`src/rtl/dcache_responder.sv`:
```
// Direct-mapped write-back data cache, one word per set; hits answer in the same cycle,
// misses stall the datapath through optional write-back then fetch; halt flushes dirty sets.
module dcache_responder #(
    parameter int NSETS = 16
) (
    input  logic        CLK,
    input  logic        RST,
    input  logic        halt,
    input  logic        dmemREN,
    input  logic        dmemWEN,
    input  logic [31:0] dmemaddr,
    input  logic [31:0] dmemstore,
    output logic        dhit,
    output logic [31:0] dmemload,
    output logic        flushed,
    output logic        dREN,
    output logic        dWEN,
    output logic [31:0] daddr,
    output logic [31:0] dstore,
    input  logic [31:0] dload,
    input  logic        dwait
);

    localparam int IW = $clog2(NSETS);
    localparam int TW = 30 - IW;
    localparam logic [IW-1:0] LAST_SET = IW'(NSETS - 1);

    typedef enum logic [2:0] {IDLE, WB, FETCH, FLUSH, HALTED} state_t;

    state_t          state, state_next;
    logic [NSETS-1:0] valid, dirty;
    logic [TW-1:0]   tags [NSETS];
    logic [31:0]     data [NSETS];
    logic [IW-1:0]   cnt, cnt_next;

    logic [IW-1:0]   idx;
    logic [TW-1:0]   tag;
    logic            hit;
    logic            fill_en, wr_en, clr_en;
    logic            unused_addr_bits;

    assign idx = dmemaddr[IW+1:2];
    assign tag = dmemaddr[31:IW+2];
    assign hit = valid[idx] && (tags[idx] == tag);
    assign unused_addr_bits = ^dmemaddr[1:0];

    always_comb begin
        state_next = state;
        cnt_next   = cnt;
        dhit       = 1'b0;
        dmemload   = '0;
        flushed    = 1'b0;
        dREN       = 1'b0;
        dWEN       = 1'b0;
        daddr      = '0;
        dstore     = '0;
        fill_en    = 1'b0;
        wr_en      = 1'b0;
        clr_en     = 1'b0;
        case (state)
            IDLE: begin
                if (halt) begin
                    state_next = FLUSH;
                    cnt_next   = '0;
                end else if (dmemREN || dmemWEN) begin
                    if (hit) begin
                        dhit = 1'b1;
                        if (dmemWEN) wr_en = 1'b1;
                        else         dmemload = data[idx];
                    end else if (valid[idx] && dirty[idx]) begin
                        state_next = WB;
                    end else begin
                        state_next = FETCH;
                    end
                end
            end
            WB: begin
                dWEN   = 1'b1;
                daddr  = {tags[idx], idx, 2'b00};
                dstore = data[idx];
                if (!dwait) state_next = FETCH;
            end
            FETCH: begin
                dREN  = 1'b1;
                daddr = {tag, idx, 2'b00};
                if (!dwait) begin
                    fill_en    = 1'b1;
                    state_next = IDLE;
                end
            end
            FLUSH: begin
                // Clean or invalid sets cost one cycle; dirty sets wait for the memory.
                if (valid[cnt] && dirty[cnt]) begin
                    dWEN   = 1'b1;
                    daddr  = {tags[cnt], cnt, 2'b00};
                    dstore = data[cnt];
                    if (!dwait) begin
                        clr_en   = 1'b1;
                        cnt_next = cnt + 1'b1;
                        if (cnt == LAST_SET) state_next = HALTED;
                    end
                end else begin
                    cnt_next = cnt + 1'b1;
                    if (cnt == LAST_SET) state_next = HALTED;
                end
            end
            HALTED: flushed = 1'b1;
            default: state_next = IDLE;
        endcase
        if (RST) begin
            dhit     = 1'b0;
            dmemload = '0;
            flushed  = 1'b0;
            dREN     = 1'b0;
            dWEN     = 1'b0;
            daddr    = '0;
            dstore   = '0;
            fill_en  = 1'b0;
            wr_en    = 1'b0;
            clr_en   = 1'b0;
        end
    end

    always_ff @(posedge CLK or posedge RST) begin
        if (RST) begin
            state <= IDLE;
            cnt   <= '0;
            valid <= '0;
            dirty <= '0;
        end else begin
            state <= state_next;
            cnt   <= cnt_next;
            if (fill_en) begin
                valid[idx] <= 1'b1;
                dirty[idx] <= 1'b0;
            end
            if (wr_en)  dirty[idx] <= 1'b1;
            if (clr_en) dirty[cnt] <= 1'b0;
        end
    end

    // Tag and data storage carry no reset; validity alone decides a hit.
    always_ff @(posedge CLK) begin
        if (fill_en) begin
            tags[idx] <= tag;
            data[idx] <= dload;
        end
        if (wr_en) data[idx] <= dmemstore;
    end

endmodule

```
`config.mk`:
```
export PLATFORM = sky130hd
export DESIGN_NAME = dcache_responder
export DESIGN_NICKNAME = d
export VERILOG_FILES = /design/src/rtl/dcache_responder.sv
export SDC_FILE = /design/constraint.sdc
export NUM_CORES = 1
export LEC_CHECK = 0
export ABC_CLOCK_PERIOD_IN_PS = 4100
export BUFFER_PORTS_ARGS = -buffer_cell sky130_fd_sc_hd__buf_2
export CAP_MARGIN = 25
export CORE_MARGIN = 3
export CORE_UTILIZATION = 41
export DETAILED_ROUTE_END_ITERATION = 7
export PLACE_DENSITY = 0.61
export SKIP_CTS_REPAIR_TIMING = 1
export SLEW_MARGIN = 25
export SYNTH_ARGS = -nofsm -noshare
export SYNTH_HDL_FRONTEND = slang
export SYNTH_SLANG_ARGS = --single-unit
```
`constraint.sdc`:
```
create_clock -name CLK -period 4.1 [get_ports CLK]
set_input_delay 0.41 -clock CLK [delete_from_list [all_inputs] [get_ports CLK]]
set_output_delay 0.41 -clock CLK [all_outputs]
set_load 0.05 [all_outputs]
```
==> qor.yml <==
drtAntennaViolNets: 0
first_global_vias: 29400
die_area_sq_mm: 0.119
ys_warn_count: 0
pre_cts_slack_ns: -0.211
cts_buffers: 102
area.growth.synth_to_final_pct: 19.3
rows: 123
avgSynthCellArea_sq_um: 19.4
yosysTopAreaCell: "edfxtp_1"
ios: 202
final_area_sq_mm: 0.0562
firstDrtPassIters: 7
tns_ns: -10.51
fin_cells: 4360
seq_area_frac_synth_pct: 61.2
final_nets: 2877
hold_viol_final: 0
postSynth.asyncResetShare_pct: 4.03
root_buffer: "clkbuf_16"
yosys.cell_count.top_type: "edfxtp_1"
skew_ns: 0.0235
dr.max_layer_used: "met5"
placed_area_sq_mm: 0.0521
violations: "setup timing"
grt_max_degree: 90
rsz0062_at_grt: "true"
clock_sinks: 967
grt_pass1_wl_um: 205000
max_cap_violations: 0
timing.final.crit_share_pct: 109
detailroute.wirelength.met2_um: 68500
critPathMaxStageDelay_ns: 0.55
synth-seq-cells: 967
avgRoutedWirePerCell_um: 32.6
crit_type: "reg -> out"
crit_required_ns: 3.69
p_per_area_mw_per_mm2: 482
startpoint_type: "flip-flop"
synth.distinct_cells: 67
htreeDepth: 3
core_area_sq_mm: 0.113
vias: 28100
synth_edf_count: 928
peakVddDrop_mv: 0.357
drc: 0
drive_gt1_share_pct: 45.9
routed_via_density: 6.45
initial_core_util_pct: 41.6
dp_cells: 4138
clkLatencyLatePin_ns: 0.69
portBuffers: 197
outcome: "complete, but fails checks"
crit_chain: "mux4_2, mux2i_4, xnor2_2, a2111oi_2, buf_4, nand4_1, a2111oi_4, buf_4, nand4_1, buf_6, clkbuf_16, nor2b_1, buf_6"
relSlewSlack_pct: 30.9
p_leak_nw: 18.0
cts_tree: "yes"
track_usage_pct: 23.3
synth_top_cells_by_count: "edfxtp_1 (928), mux4_2 (548), clkbuf_1 (102), nor2_1 (101), nand2_1 (74)"
netlist_area_sq_mm: 0.0471
crit_path_end_kind: "output pin"
worst_path_max_delay_cell: "mux4_2"
crit_arrival_ns: 4.04
worst_slew_pin_slew_ns: 1.03
yosysTopAreaCellShare_pct: 59.1
ys_top_cells_by_area: "edfxtp_1 (59%), mux4_2 (26%), dfrtp_1 (2.1%)"
fillerInstances: 9194
met1Wirelength_um: 56700
route.met3.wl_um: 13000
fin_util_pct: 49.7
synthFlopType: "edfxtp_1"
gr-total-overflow: 0
postSynthCellCount: 2432
hold_class: "in -> async"
drt_iter0_markers: 3656
period_needed_ns: 4.45
die_y_um: 345
clkTransAtPathRegs_ns: 0.07
cts_max_path_buffers: 3
hpwl_um: 86200
total_power_mw: 27.1
drt-total-wl_um: 142000
slew_violations: 0
layout_setup_ws_ns: -0.352
antenna_found_initial: 6
path_max_fanout: 16
die_w_um: 345
setup_viol: 34
fmax_ghz: 0.225
holdWs_ns: 0.0316
globalplace.congestion: 0.878
==> metal layers <==
metal  vias to the layer above  GRT usage [%]
li1                      11200              -
met1                     15100           32.9
met2                      1561           37.0
met3                       249           4.83
met4                         4           6.69
met5                         -              0
==> worst max-delay path: cells and delay by family (launching register included) <==
family	cells	cell delay [ns]
buffers and inverters	5	0.94
multiplexers	2	0.75
AO/OA/AOI/OAI	2	0.69
AND/OR/NAND/NOR	3	0.47
flip-flops	1	0.39
XOR/XNOR	1	0.10
==> registers in the layout, indices dropped and copies added, names as in the netlist <==
name,count
data,512
tags,416
dirty,16
valid,16
cnt,4
state,3
==> layout make-up <==
| class | instances | area [sq um] | share of cell area [%] |
|---|---|---|---|
| sequential | 967 | 28900 | 51.3 |
| multi-input combinational | 1248 | 17800 | 31.6 |
| timing repair buffer | 434 | 4310 | 7.66 |
| clock buffer | 120 | 2670 | 4.75 |
| tap | 1500 | 1880 | 3.34 |
| clock inverter | 70 | 668 | 1.19 |
| inverter | 18 | 67.6 | 0.120 |
| antenna | 3 | 7.51 | 0.0133 |
==> where the power goes <==
part	internal (mW)	switching, mW	total (mW)	leakage [nW]
Clock	5.36	3.93	9.28	1.64
Combinational	3.20	3.41	6.61	7.55
Sequential	11.0	0.182	11.2	8.86
Total	19.6	7.52	27.1	18.0
==> kinds of logic after synthesis <==
| group | after synthesis | share of synthesized area (%) |
|---|---|---|
| AND/OR/NAND/NOR | 290 | 2.97 |
| AO/OA/AOI/OAI | 248 | 3.92 |
| XOR/XNOR | 34 | 0.632 |
| multiplexers | 670 | 29.1 |
| flip-flops | 967 | 61.2 |
| buffers and inverters | 218 | 2.06 |
| adder cells (fa/ha/maj) | 4 | 0.106 |
| other | 1 | 0.00795 |
==> worst paths after layout <==
path | endpoint | slack (ns) | cells after the start | from
worst max register to register | data[4][5]$_DFFE_PP_ | 0.29 | 10 | tags[11][6]$_DFFE_PP_
max in group asynchronous | cnt[1]$_DFFE_PP0P_ | 3.63 | 3 | RST
min in group CLK | tags[4][16]$_DFFE_PP_ | 0.13 | 1 | dmemaddr[22]
worst min-delay path | valid[3]$_DFFE_PP0P_ | 0.03 | 3 | RST
worst max-delay path | dmemload[11] | -0.35 | 13 | tags[10][3]$_DFFE_PP_
worst min register to register | valid[11]$_DFFE_PP0P_ | 0.51 | 1 | valid[11]$_DFFE_PP0P_
==> cell usage in the layout, fill, tap and decap left out, types with 15 or more instances in the layout <==
cell,n
edfxtp_1,928
buf_6,36
mux2_4,26
nor3_1,15
o21ai_0,39
clkinv_2,26
or2_2,18
dfrtp_1,35
a21oi_1,38
mux2i_1,61
inv_1,16
xnor2_1,26
nor2b_1,18
mux4_2,548
nor2_1,84
buf_2,149
a22oi_1,45
a21oi_4,15
clkinv_1,18
buf_12,86
nor2b_2,19
clkbuf_16,109
a222oi_1,22
nor2_4,17
buf_4,148
mux2_2,33
nand2_1,71
No activity file was read; power rests on OpenSTA's default activity.
